$ cat config.mk
export PLATFORM = sky130hd
export DESIGN_NAME = dmem_store_buffer
export DESIGN_NICKNAME = d
export VERILOG_FILES = /design/src/rtl/dmem_store_buffer.sv
export SDC_FILE = /design/constraint.sdc
export NUM_CORES = 1
export LEC_CHECK = 0
export CELL_PAD_IN_SITES_DETAIL_PLACEMENT = 1
export CELL_PAD_IN_SITES_GLOBAL_PLACEMENT = 2
export CORE_MARGIN = 4
export CORE_UTILIZATION = 40
export CTS_CLUSTER_DIAMETER = 200
export DETAILED_ROUTE_END_ITERATION = 8
export GPL_TIMING_DRIVEN = 0
export PLACE_DENSITY = 0.81
export SKIP_CTS_REPAIR_TIMING = 1
export SLEW_MARGIN = 20
export SYNTH_ARGS = -nofsm -noshare
export SYNTH_HDL_FRONTEND = slang
export SYNTH_SLANG_ARGS = --single-unit
$ cat constraint.sdc
create_clock -name clk -period 6.2 [get_ports clk]
set_clock_uncertainty 0.2 [all_clocks]
set_input_delay 0.62 -clock clk [delete_from_list [all_inputs] [get_ports clk]]
set_output_delay 0.62 -clock clk [all_outputs]
set_load 0.05 [all_outputs]
$ cat src/rtl/dmem_store_buffer.sv
// dmem_store_buffer: in-order store FIFO draining to backing memory, with store-to-load forwarding.
// Optional in-place store coalescing when STBUF_COALESCE_EN is defined.
`default_nettype none

module dmem_store_buffer #(
  parameter int DEPTH = 4,
  parameter int AW    = 32,
  parameter int DW    = 32
) (
  input  logic          clk,
  input  logic          reset,
  input  logic          memwrite,
  input  logic [AW-1:0] aluout,
  input  logic [DW-1:0] writedata,
  output logic [DW-1:0] readdata,
  output logic          stall,
  output logic [AW-1:0] mem_raddr,
  input  logic [DW-1:0] mem_rdata,
  output logic          mem_wvalid,
  input  logic          mem_wready,
  output logic [AW-1:0] mem_waddr,
  output logic [DW-1:0] mem_wdata,
  output logic          empty
);

  localparam int PW = $clog2(DEPTH);
  localparam int WA = AW - 2;

  logic [WA-1:0]    r_addr [DEPTH];
  logic [DW-1:0]    r_data [DEPTH];
  logic [DEPTH-1:0] r_valid;
  logic [PW-1:0]    r_wr_ptr;
  logic [PW-1:0]    r_rd_ptr;
  logic [PW:0]      r_count;

  logic          w_full;
  logic          w_pop;
  logic          w_push;
  logic          w_coal;
  logic          w_hit;
  logic [PW-1:0] w_hit_idx;
  logic [DW-1:0] w_fwd_data;

  // Walk entries oldest to youngest so the last match found is the youngest.
  always_comb begin : fwd_search
    logic [PW-1:0] idx;
    w_hit      = 1'b0;
    w_hit_idx  = '0;
    w_fwd_data = mem_rdata;
    idx        = '0;
    for (int i = 0; i < DEPTH; i++) begin
      idx = r_rd_ptr + PW'(i);
      if (r_valid[idx] && (r_addr[idx] == aluout[AW-1:2])) begin
        w_hit      = 1'b1;
        w_hit_idx  = idx;
        w_fwd_data = r_data[idx];
      end
    end
  end

  assign empty  = (r_count == '0);
  assign w_full = (r_count == (PW+1)'(DEPTH));
  assign w_pop  = !empty && mem_wready;

`ifdef STBUF_COALESCE_EN
  // A head entry leaving this cycle cannot absorb the store; allocate instead.
  assign w_coal = memwrite && w_hit && !(w_pop && (w_hit_idx == r_rd_ptr));
  wire w_unused = &{1'b0, aluout[1:0]};
`else
  assign w_coal = 1'b0;
  wire w_unused = &{1'b0, aluout[1:0], w_hit, w_hit_idx};
`endif

  assign stall  = memwrite && w_full && !w_coal;
  assign w_push = memwrite && !w_full && !w_coal;

  assign readdata   = w_fwd_data;
  assign mem_raddr  = aluout;
  assign mem_wvalid = !empty;
  assign mem_waddr  = {r_addr[r_rd_ptr], 2'b00};
  assign mem_wdata  = r_data[r_rd_ptr];

  always_ff @(posedge clk or posedge reset) begin
    if (reset) begin
      r_wr_ptr <= '0;
      r_rd_ptr <= '0;
      r_count  <= '0;
      r_valid  <= '0;
    end else begin
      if (w_push) begin
        r_valid[r_wr_ptr] <= 1'b1;
        r_wr_ptr          <= r_wr_ptr + 1'b1;
      end
      if (w_pop) begin
        r_valid[r_rd_ptr] <= 1'b0;
        r_rd_ptr          <= r_rd_ptr + 1'b1;
      end
      case ({w_push, w_pop})
        2'b10:   r_count <= r_count + 1'b1;
        2'b01:   r_count <= r_count - 1'b1;
        default: r_count <= r_count;
      endcase
    end
  end

  // Payload storage needs no reset: the valid bits gate every use.
  always_ff @(posedge clk) begin
    if (w_push) begin
      r_addr[r_wr_ptr] <= aluout[AW-1:2];
      r_data[r_wr_ptr] <= writedata;
    end else if (w_coal) begin
      r_data[w_hit_idx] <= writedata;
    end
  end

endmodule

`default_nettype wire

* After elaboration in Yosys (flattened, before gate mapping)
Memories as Yosys holds them, arrays and structs flattened.
Index checks and enable logic that the tools add are counted.
** Word-level totals
- Memories :: 2
- Bits in writable memories :: 248
- Logic and storage cells :: 63
- Register bits :: 11
- Input bits :: 100
- Output and inout bits :: 131
** Memories
- r_data :: words 4, bits a word 32, read ports 4, clocked after memory_dff 0, wr ports 1, RTL line 30 : logic [DW-1:0] r_data [DEPTH];
- r_addr :: words 4, bits a word 30, read ports 4, clocked after memory_dff 0, wr ports 1, RTL line 29 : logic [WA-1:0] r_addr [DEPTH];
** Operators by class
- Multiplexer cells :: 21
- Add/sub/neg operators :: 6
- Eq/ne operators :: 7
- Magnitude comparators :: 7
- Bitwise logic cells :: 3
- Reductions and logical operators :: 13
** Operators with widths (number)
- $mux W32 :: 4
- $eq A30 B30 Y1 :: 4
- $lt A2 B3 Y1 const B :: 5
- $logic_and A1 B1 Y1 :: 9
- $bmux W1 S2 :: 4
- $mux W1 :: 8
- $mux W4 :: 2
- $pmux W3 S2 :: 1
- $add A2 B1 Y2 const B :: 2
- $add A2 B2 Y2 const B :: 2
- $and A4 B4 Y4 :: 1
- $demux W1 S2 :: 2
- $ge A2 B1 Y1 const B :: 2
- $not A4 Y4 :: 1
- $or A4 B4 Y4 :: 1
- $add A3 B1 Y3 const B :: 1
- $eq A3 B3 Y1 const B :: 1
- $logic_not A3 Y1 :: 1
- $sub A3 B1 Y3 const B :: 1
- $eq A2 B1 Y1 const B :: 1
- $eq A2 B2 Y1 const B :: 1
- $logic_not A1 Y1 :: 2
- $reduce_bool A2 Y1 :: 1

* Longest topological paths before layout
- Depth in word-level cells :: 8
- Mapped depth :: 21
- Gate-level depth less buffers :: 10

* Worst setup path after synthesis
Ideal clock, no wire load.
- Kind :: register to output
- Start point :: register r_rd_ptr[0]
- End point :: output port readdata[10]
- Data required time :: 5.380 ns
- Stages on the path, launching flop included :: 21
- Slack :: 0.684 ns
- Path buffers :: 10
- Arrival :: 4.696 ns
- Cell sequence :: dfrtp_1 > buf_6 > buf_12 > inv_1 > clkbuf_1 > buf_2 > buf_1 > ha_1 > buf_2 > buf_2 > mux4_2 > xnor2_1 > nand4_1 > nand4b_1 > or3b_2 > clkbuf_1 > or2_1 > buf_2 > buf_2 > a31oi_1 > o211a_1
** Between the ends
- Elaborated cells between the ends (all ways) :: 25
- Those cells by class :: add/sub (3); eq/ne (4); mux (12); reduce/logical (4); memory (2)
** RTL lines
- from (decl) :: RTL line 33 : logic [PW-1:0] r_rd_ptr;
- from (signal assigned) :: RTL line 96 : r_rd_ptr <= r_rd_ptr + 1'b1;
- $add A2 B2 Y2 * :: RTL line 52 : idx = r_rd_ptr + PW'(i);
- net fwd_search.idx[0] :: RTL line 46 : logic [PW-1:0] idx;
- $mem_v2 Z4 W30 / $bmux W1 S2 (equally long branches)
- $eq A30 B30 Y1 / $mux W1 (equally long branches) :: RTL line 53 : if (r_valid[idx] && (r_addr[idx] == aluout[AW-1:2])) begin
- $logic_and A1 B1 Y1 :: RTL line 53
- $mux W32 * :: RTL line 53
- to (decl) :: RTL line 15 : output logic [DW-1:0] readdata,
Mark *: on every way through the listed nets, which the timed path passes. The rest lies on a longest branch. The select of a mux whose other input is x is not followed.

* Worst setup path in the final report
- Start point :: register r_rd_ptr[1]
- End point :: output port readdata[0]
** Between the ends
- Cells in the longest elaborated chain, start to end :: 7
- Elaborated cells between the ends (all ways) :: 25
- Those cells by class :: add/sub (3); eq/ne (4); mux (12); reduce/logical (4); memory (2)
** RTL lines (RTL line)
- $add A2 B1 Y2, or another cell as far along :: 52
- $mem_v2 Z4 W30, or another cell as far along
- $eq A30 B30 Y1, or another cell as far along :: 53
- $logic_and A1 B1 Y1 / $mux W32 (equally long branches) :: 53
- $mux W32 (2 in series) :: 53
- $mux W32 * :: 53
Mark *: on every way between the ends. The rest lies on a longest branch, timed or not. The select of a mux whose other input is x is not followed.

==> out/metrics.yaml <==
grt_max_degree: 39
ff2ff_path_depth: 14
cts_max_path_buffers: 3
drc: 0
synth.area.top_cells: "edfxtp_1 (40%), mux4_2 (25%), mux2i_1 (6.1%)"
seq_power_share_pct: 20.1
critPathCaptureType: "output port"
report.power.total_mw: 13.3
synthCells: 1323
p_leak_nw: 8.08
combPwrFrac_pct: 66.5
grt_pass1_vias: 14900
clkTransAtPathRegs_ns: 0.07
vias_per_cell: 6.51
grt_pass1_wl_um: 103000
vdd_drop_max_v: 0.000305
dpl.hpwl_um: 50200
netlist.area_leader.share_pct: 40.3
p_sw_mw: 6.07
max_freq_ghz: 0.159
status: "complete, but fails checks"
p_clk_share_pct: 13.5
ant_nets: 0
synthToLayoutAreaGrowth_pct: 24.9
power.density_nw_per_um2: 575
clk_latency_ns: 0.58
multiInputGateArea_sq_um: 9760
period_share_pct: 101
io_pins: 231
drv_cap: 0
drt-pass1-iter-count: 5
syn_avg_cell_area_sq_um: 14.0
fin_crit_ns: 6.29
ys_ff_latch: 259
yosysTopAreaCell: "edfxtp_1"
cts_tree: "done"
drive_gt1_share_pct: 28.7
dieArea_sq_um: 49600
synth_cell_types: 74
slew_headroom_pct: 19.5
crit_arrival_ns: 5.47
die_h_um: 223
fin_ws_ns: -0.0898
fill_cells: 4613
rows: 78
core_area_sq_um: 45500
root_buffer: "clkbuf_16"
antenna_found_initial: 4
grt_use_total_pct: 27.4
numPortBuffers: 226
fin_cells: 2233
p_sw_share_pct: 45.8
drtIter0Drc: 1600
synth.most_common_cell: "edfxtp_1"
grt-ovfl-total: 0
violations: "negative setup slack"
tightestPinTransition_ns: 1.20
cts_sinks: 259
yosys_warnings: 0
hold_violations: 0
synth_area_sq_um: 18500
seq_area_frac_synth_pct: 41.8
start_util_pct: 40.6
place_inst: 2154
internal_power_mw: 7.19
fin_nets: 1720
htreeDepth: 1
finalSetupViolations: 26
synth_ff_type: "edfxtp_1"
hold_path_class: "in2async"
routed_wirelength_um: 70200
async_reset_ff_share_pct: 4.25
register_area_sq_um: 7720
gp_congestion: 0.976
cp-start-kind: "flop"
post-route-util_pct: 50.7
drv_slew: 0
die_w_um: 223
cp.required_ns: 5.38
avgRoutedWirePerCell_um: 31.4
synth-edff-count: 248
path_max_fanout: 10
synth_common_cells: "edfxtp_1 (248), mux4_2 (208), mux2i_1 (113)"
crit_type: "reg2out"
numCtsBuffers: 29
vias: 14500
[sequential cells by signal, summed over array words and instances (netlist names)]
signal	flops
r_data	128
r_addr	120
r_wr_ptr	2
r_count	3
r_rd_ptr	2
r_valid	4
[through the flow]
step / setup WS (ns) / hold slack, ns / area (sq um) / setup TNS, ns
after floorplan: 0.684 / 0.268 / 18500 / 0
after global placement: -2.05 / 0.295 / 21500 / -63.51
after detailed placement: -2.12 / 0.304 / 21600 / -65.84
after CTS: -2.78 / 0.152 / 22600 / -87.15
after global routing: -0.0583 / 0.187 / 23100 / -1.11
final: -0.0898 / 0.159 / 23100 / -1.22
[placed cells by master, fill, tap and decap left out, drive strengths merged, types with 5 or more instances in the layout]
cell type,instances
inv,56
clkinv,11
edfxtp,248
a221oi,12
xor2,23
nand4,46
a2bb2oi,9
nor3,39
and2,6
nor2,11
mux4,208
nand2b,8
xnor2,75
nor4,6
a31oi,35
dfrtp,11
a21oi,12
a2111oi,5
clkbuf,98
o22ai,9
ha,9
bufinv,5
a211oi,5
nand2,32
mux2i,113
o211a,32
clkdlybuf4s50,194
mux2,6
nand4b,5
o221ai,6
nand3,35
buf,156
o21ai,44
[routing by layer]
| layer | vias to the layer above | GRT usage, % | share of wire, % |
|---|---|---|---|
| li1 | 5990 | - | - |
| met1 | 7579 | 38.1 | 41 |
| met2 | 851 | 43.5 | 48 |
| met3 | 118 | 6.01 | 9.4 |
| met4 | 2 | 8.17 | 2.6 |
| met5 | - | 0 | 0.014 |
[critical path, stage by stage, from the launching register on]
cell        delay, ns
dfrtp_1          0.41
buf_8            0.19
buf_8            0.20
buf_8            0.20
clkinvlp_4       0.18
ha_1             0.32
buf_6            0.17
buf_12           0.16
buf_12           0.14
mux4_2           0.56
xnor2_4          0.26
nand4_1          0.20
a2111oi_0        0.43
and4bb_2         0.43
a221oi_4         0.11
buf_12           0.18
buf_6            0.14
nand3_1          0.08
o211a_1          0.22
buf_4            0.22
[path summary, 6_finish.rpt]
check	start	end	slack [ns]
worst max-delay path	r_rd_ptr[1]$_DFFE_PP0P_	readdata[0]	-0.09
worst min-delay path	reset	r_valid[3]$_DFF_PP0_	0.16
worst max register to register	r_rd_ptr[1]$_DFFE_PP0P_	r_rd_ptr[1]$_DFFE_PP0P_	2.40
worst min register to register	r_count[2]$_DFFE_PP0P_	r_count[2]$_DFFE_PP0P_	0.32
max in group asynchronous	reset	r_valid[0]$_DFF_PP0_	5.30
min in group clk	r_count[2]$_DFFE_PP0P_	r_count[2]$_DFFE_PP0P_	0.32
[kinds of logic (layout without fill, tap and decap cells)]
| logic type | Yosys count | in the layout | synth area share [%] |
|---|---|---|---|
| buffers and inverters | 218 | 524 | 6.34 |
| multiplexers | 327 | 327 | 31.9 |
| adder cells (fa/ha/maj) | 10 | 10 | 0.719 |
| XOR/XNOR | 98 | 98 | 4.65 |
| AO/OA/AOI/OAI | 207 | 207 | 8.32 |
| AND/OR/NAND/NOR | 203 | 203 | 6.24 |
| other | 1 | 5 | 0.0203 |
| flip-flops | 259 | 259 | 41.8 |
[area by class of cell]
type | count | area share, %
Multi-Input combinational cell | 847 | 42.3
Sequential cell | 259 | 33.5
Timing Repair Buffer | 256 | 10.8
Buffer | 161 | 4.92
Tap cell | 600 | 3.26
Clock buffer | 31 | 3.18
Clock inverter | 20 | 1.02
Inverter | 56 | 0.928
Antenna cell | 3 | 0.0326
[power by group through the flow]
| stage | Sequential [mW] | Clock [mW] | Combinational [mW] |
|---|---|---|---|
| global placement | 2.69 | 0 | 8.14 |
| finish | 2.66 | 1.79 | 8.81 |
| global route | 2.69 | 1.90 | 9.17 |
| CTS | 2.64 | 1.82 | 8.26 |
| floorplan | 2.56 | 0 | 5.73 |
| detailed placement | 2.67 | 0 | 8.22 |
Power figures use the tool's default switching activity.
